<file path="config.mk">
export PLATFORM = sky130hd
export DESIGN_NAME = usart_rx_fifo
export DESIGN_NICKNAME = d
export VERILOG_FILES = /design/src/rtl/usart_rx_fifo_pkg.sv /design/src/rtl/usart_rx_fifo_ram.sv /design/src/rtl/usart_rx_fifo.sv
export SDC_FILE = /design/constraint.sdc
export NUM_CORES = 1
export LEC_CHECK = 0
export CORE_MARGIN = 1.5
export CORE_UTILIZATION = 39
export DETAILED_ROUTE_END_ITERATION = 10
export GPL_ROUTABILITY_DRIVEN = 0
export SETUP_SLACK_MARGIN = 0.1
export SYNTH_ARGS = -nofsm -noshare
export SYNTH_HDL_FRONTEND = slang
export SYNTH_SLANG_ARGS = --single-unit
</file>
<file path="constraint.sdc">
create_clock -name comm_clock -period 3.3 [get_ports comm_clock]
set_clock_uncertainty 0.15 [all_clocks]
set_input_delay 0.66 -clock comm_clock [delete_from_list [all_inputs] [get_ports comm_clock]]
set_output_delay 0.66 -clock comm_clock [all_outputs]
set_load 0.005 [all_outputs]
</file>
<file path="src/rtl/usart_rx_fifo_pkg.sv">
// Shared definitions for the receive buffer: default widths, ingress FSM
// state encoding and the layout of one stored entry.
package usart_rx_fifo_pkg;

  // Character width; must track the width of usart_rx data_out.
  localparam int DATA_WIDTH_DEF = 8;

  // Buffer depth is 2**DEPTH_LOG2 entries.
  localparam int DEPTH_LOG2_DEF = 4;

  // Ingress handshake states. S_ACK drives acknowledge back to usart_rx.
  typedef enum logic {
    S_IDLE = 1'b0,
    S_ACK  = 1'b1
  } rx_state_e;

  // Entry layout is {error, data}: the framing-error tag sits directly above
  // the character bits, so an entry is DATA_WIDTH+1 bits wide.
  function automatic int entry_width(input int data_width);
    return data_width + 1;
  endfunction

endpackage

</file>
<file path="src/rtl/usart_rx_fifo_ram.sv">
// Entry storage for the receive buffer: one synchronous write port and an
// asynchronous read port so the head entry is visible without a read cycle.
module usart_rx_fifo_ram #(
  parameter int DEPTH_LOG2 = 4,
  parameter int WIDTH      = 9
) (
  input  logic                  clk_i,
  input  logic                  wr_en_i,
  input  logic [DEPTH_LOG2-1:0] wr_addr_i,
  input  logic [WIDTH-1:0]      wr_data_i,
  input  logic [DEPTH_LOG2-1:0] rd_addr_i,
  output logic [WIDTH-1:0]      rd_data_o
);

  localparam int DEPTH = 1 << DEPTH_LOG2;

  // Contents are never reset: an entry is only observed after it was written.
  logic [WIDTH-1:0] mem_q [DEPTH];

  // Write the incoming entry at the write pointer.
  always_ff @(posedge clk_i) begin
    if (wr_en_i) begin
      mem_q[wr_addr_i] <= wr_data_i;
    end
  end

  // Head entry is read combinationally (first-word-fall-through).
  assign rd_data_o = mem_q[rd_addr_i];

endmodule

</file>
<file path="src/rtl/usart_rx_fifo.sv">
// Receive buffer behind usart_rx. Drains each character through the
// available/acknowledge handshake into a FIFO tagged with its framing error,
// presents the head entry to the CPU side and flags overrun when a character
// had to be dropped. usart_rx is never stalled.
module usart_rx_fifo
  import usart_rx_fifo_pkg::*;
#(
  parameter int DEPTH_LOG2 = DEPTH_LOG2_DEF,
  parameter int DATA_WIDTH = DATA_WIDTH_DEF
) (
  input  logic                  comm_clock,
  input  logic                  reset,
  input  logic [DATA_WIDTH-1:0] rx_data,
  input  logic                  rx_available,
  input  logic                  rx_error,
  output logic                  rx_acknowledge,
  input  logic                  read_strobe,
  output logic [DATA_WIDTH-1:0] data_out,
  output logic                  data_error,
  output logic                  empty,
  output logic                  full,
  output logic [DEPTH_LOG2:0]   count,
  output logic                  overrun,
  input  logic                  clear_overrun
);

  localparam int EW = entry_width(DATA_WIDTH);
  localparam logic [DEPTH_LOG2:0]   FULL_COUNT = {1'b1, {DEPTH_LOG2{1'b0}}};
  localparam logic [DEPTH_LOG2-1:0] PTR_ONE    = DEPTH_LOG2'(1);
  localparam logic [DEPTH_LOG2:0]   CNT_ONE    = (DEPTH_LOG2 + 1)'(1);

  rx_state_e             state_q, state_d;
  logic [DEPTH_LOG2-1:0] wr_ptr_q, wr_ptr_d;
  logic [DEPTH_LOG2-1:0] rd_ptr_q, rd_ptr_d;
  logic [DEPTH_LOG2:0]   count_q, count_d;
  logic                  overrun_q, overrun_d;

  logic                  capture;
  logic                  do_push;
  logic                  do_pop;
  logic                  drop;
  logic                  empty_w;
  logic                  full_w;
  logic [EW-1:0]         wr_entry;
  logic [EW-1:0]         rd_entry;

  assign empty_w = (count_q == '0);
  assign full_w  = (count_q == FULL_COUNT);

  // A full buffer still accepts a character when the CPU pops in the same
  // cycle, since the slot being freed is the one written.
  assign do_pop  = read_strobe && !empty_w;
  assign do_push = capture && (!full_w || read_strobe);
  assign drop    = capture && full_w && !read_strobe;

  assign wr_entry = {rx_error, rx_data};

  // Ingress FSM next state: capture exactly once per available assertion,
  // then hold acknowledge until usart_rx withdraws available.
  always_comb begin
    state_d = state_q;
    capture = 1'b0;
    case (state_q)
      S_IDLE: begin
        if (rx_available) begin
          capture = 1'b1;
          state_d = S_ACK;
        end
      end
      S_ACK: begin
        if (!rx_available) begin
          state_d = S_IDLE;
        end
      end
      default: state_d = S_IDLE;
    endcase
  end

  // Pointer, occupancy and sticky overrun next-state; overrun set wins over clear.
  always_comb begin
    wr_ptr_d  = wr_ptr_q;
    rd_ptr_d  = rd_ptr_q;
    count_d   = count_q;
    overrun_d = overrun_q;
    if (do_push) begin
      wr_ptr_d = wr_ptr_q + PTR_ONE;
    end
    if (do_pop) begin
      rd_ptr_d = rd_ptr_q + PTR_ONE;
    end
    case ({do_push, do_pop})
      2'b10:   count_d = count_q + CNT_ONE;
      2'b01:   count_d = count_q - CNT_ONE;
      default: count_d = count_q;
    endcase
    if (drop) begin
      overrun_d = 1'b1;
    end else if (clear_overrun) begin
      overrun_d = 1'b0;
    end
  end

  // State, pointers, count and overrun registers; reset drops acknowledge at once.
  always_ff @(posedge comm_clock or posedge reset) begin
    if (reset) begin
      state_q   <= S_IDLE;
      wr_ptr_q  <= '0;
      rd_ptr_q  <= '0;
      count_q   <= '0;
      overrun_q <= 1'b0;
    end else begin
      state_q   <= state_d;
      wr_ptr_q  <= wr_ptr_d;
      rd_ptr_q  <= rd_ptr_d;
      count_q   <= count_d;
      overrun_q <= overrun_d;
    end
  end

  usart_rx_fifo_ram #(
    .DEPTH_LOG2 (DEPTH_LOG2),
    .WIDTH      (EW)
  ) u_ram (
    .clk_i     (comm_clock),
    .wr_en_i   (do_push),
    .wr_addr_i (wr_ptr_q),
    .wr_data_i (wr_entry),
    .rd_addr_i (rd_ptr_q),
    .rd_data_o (rd_entry)
  );

  assign rx_acknowledge = (state_q == S_ACK);
  assign data_out       = rd_entry[DATA_WIDTH-1:0];
  assign data_error     = rd_entry[DATA_WIDTH];
  assign empty          = empty_w;
  assign full           = full_w;
  assign count          = count_q;
  assign overrun        = overrun_q;

endmodule

</file>
==> key figures <==
Logic synthesis
  • Post-synth EDFFs: roughly 140
  • Synth cell types: 39
  • Syn Nets: ~400
  • Post-Syn Area: ~0.0065 mm²
  • Ys async rst share: 0.0943
  • Register area share after synthesis: 0.721
  • Synth warnings: 0
  • Main synth FF type: edfxtp_1
  • Count leader, synth: edfxtp_1
  • Synth cell count leaders: edfxtp_1 (144), mux2i_1 (28), o21ai_0 (22)
  • Area contributors post-synth: edfxtp_1 (66%), mux4_2 (6.2%), dfrtp_1 (5.8%)
  • Synth top area share: 0.663
  • Flops & latches, synth: ~160
  • Dominant cell type by area after synthesis: edfxtp_1
  • Cell count after synthesis: 367
  • Syn avg cell area: between 15 and 20 µm²

Final layout
  • Diodes inserted: 0
  • Final core occ: 0.491
  • Nets@finish: around 470
  • Share of cells above drive strength 1: 0.279
  • P&R area growth vs syn: 24.1%
  • Filler Cells Inserted: ~1.4k

Floorplanning
  • I/O pin cnt: 32
  • Effective utilization at floorplan: 0.396
  • Core area: 0.0165 mm²
  • # rows: 47
  • Die area: between 0.015 and 0.02 mm²
  • Die H: between 100 and 150 µm
  • Die span in x: roughly 130 µm

Drt
  • Average wire per standard cell: between 15 and 20 µm
  • DRT iter0 DRCs: just over 300
  • Via Count: 3462
  • Via density: slightly above 5
  • Final wirelength: between 10000 and 15000 µm
  • Pre-Repair DR Iteration Count: 5
  • DRC errors left: 0
  • Number of routed nets with antenna violations: 0

GRT
  • Largest net degree at the start of global routing: 21
  • Vias in the first global route: 3465
  • GRT Total Usage: 0.164
  • Total grt overflow: 0
  • Initial antenna violation count: 0
  • First-pass GRT wire length: 20700 µm

Clock tree
  • Clk buf depth: 2
  • CTS Buf Count: 17
  • Clock network latency to the later pin of the worst-skew pair: about 420 ps
  • Worst-path clk slew: 60 ps
  • CTS sink count: between 150 and 200
  • H-tree levels: 4
  • Hold bufs inserted after CTS: 0
  • CTS tree: built
  • Clk root buf: clkbuf_16

Status
  • Status: finished, final reports clean

Timing
  • Final Cycle Share: 0.974
  • Setup TNS: 0 ps
  • Final setup fails: 0
  • Worst-margin pin slew: a little over 600 ps
  • Final slew viol count: 0
  • Fmax: around 0.31 GHz
  • Final Hold Fails: 0
  • Final period demand of the worst path: 3220 ps
  • Unrepaired setup endpoints after global routing: true
  • Slew headroom: 0.585

Placement
  • Input/output buffers: 31
  • Hpwl dp: 8340 µm

Pwr
  • VDD IR max: approximately 0.41 mV
  • Leakage dissipation: between 2 and 3 nW
  • Pwr Density: approximately 860 mW/mm²

Min path
  • Hold Path Class: flip-flop to flip-flop
  • Hold Path Depth: 2

Setup path
  • Crit path DAT: about 2400 ps
  • Crit path launch type: flip-flop
  • Worst R2R Path Depth: 11
  • CP Capture Type: primary output
  • Crit Path Max Fanout: 7
  • Critical path class: flip-flop to primary output
  • Critical Path RT: around 2500 ps

Job
  • Max_cap viols: 0
-- critical path, stage by stage (launching register included) --
cell and delay [ps]:
dfrtp_4 520, buf_6 140, mux2_2 320, o21ai_0 190, a21oi_2 80, a22oi_1 170
nand2_1 100, clkdlybuf4s50_1 460
-- kinds of logic after synthesis --
kind of cell,after synthesis,synth area share
simple gates,46,0.0380
flops,159,0.721
fa+ha+maj,10,0.0203
buf+inv,32,0.0248
compound gates,54,0.0593
mux,56,0.123
xor+xnor,10,0.0134
-- placed cells by master (no fill, tap or decap), types with 4 or more instances in the layout --
master | netlist | layout
inv_1 | 15 | 15
and2_1 | 5 | 5
mux2_2 | 9 | 9
o21ai_1 | 0 | 6
clkdlybuf4s50_1 | 0 | 23
a21oi_1 | 11 | 6
o21ai_0 | 22 | 15
ha_1 | 9 | 9
mux4_2 | 18 | 18
a22oi_1 | 9 | 9
dfrtp_1 | 15 | 12
xnor2_1 | 7 | 7
clkbuf_16 | 0 | 17
nor3_1 | 4 | 4
dlygate4sd2_1 | 0 | 7
clkinvlp_4 | 0 | 4
a21oi_2 | 0 | 5
a221oi_2 | 6 | 6
nor2_1 | 4 | 4
buf_12 | 0 | 4
buf_4 | 2 | 36
nor4_2 | 0 | 4
mux2i_1 | 28 | 28
edfxtp_1 | 144 | 144
nand2_1 | 17 | 16
-- final cells by class --
cell class,instances,area [µm²],area share
multi-input cells,176,1760,0.217
inverters,15,56.3,0.00696
clock buffers,18,429,0.0531
repair buffers,74,704,0.0871
flip-flops and latches,159,4710,0.582
well taps,220,275,0.0340
clock inverters,14,159,0.0196
-- repair_timing --
action / in CTS / in global routing
resized for setup: 30 / 9
pin swaps: 7 / 2
cloned: 1 / 0
setup buffers: 6 / 11
endpoints found under the setup margin: 9 / 5
endpoints found under the hold margin: 0 / 0
-- path summary, 6_finish.rpt --
| kind | slack (ps) | to | from |
|---|---|---|---|
| min in group asynchronous | 460 | rx_acknowledge | reset |
| hold reg to reg | 380 | overrun | overrun |
| max in group asynchronous | 2080 | rd_ptr_q[0] | reset |
| hold / removal | 380 | overrun | overrun |
| setup / recovery | 80 | data_out[7] | rd_ptr_q[0] |
| setup reg to reg | 440 | count[4] | count[0] |
-- registers in the layout, summed over array words and instances, names as in the netlist --
name and count:
overrun 1, rx_acknowledge 1, u_ram.mem_q 144, wr_ptr_q 4, rd_ptr_q 4, count 5
-- power breakdown --
group / switching, W / total, W / internal [W]
logic: 0.00118 / 0.00243 / 0.00125
clock network: 0.000808 / 0.00194 / 0.00113
registers: 0.000221 / 0.00260 / 0.00238
-- routing by layer --
metal  vias up  track usage  part of all wire
met5         -            0                 0
met4         0       0.0641             0.016
met3        14       0.0342             0.032
met2        60        0.262              0.49
met1      1786        0.221              0.46
li1       1602            -                 -
-- per-stage QoR --
step                hold slack [ps]  std cells  area, µm²  total power, W  setup slack [ps]
floorplan                       358        367       6520         0.00392               481
global placement                360        626       7230         0.00473              99.6
detailed placement              365        626       7230         0.00476              33.8
CTS                             380        665       7980         0.00690              10.1
global route                    442        676       8090         0.00730              14.1
finish                          376        676       8090         0.00697              84.2
No activity file was read; power rests on OpenSTA's default activity.
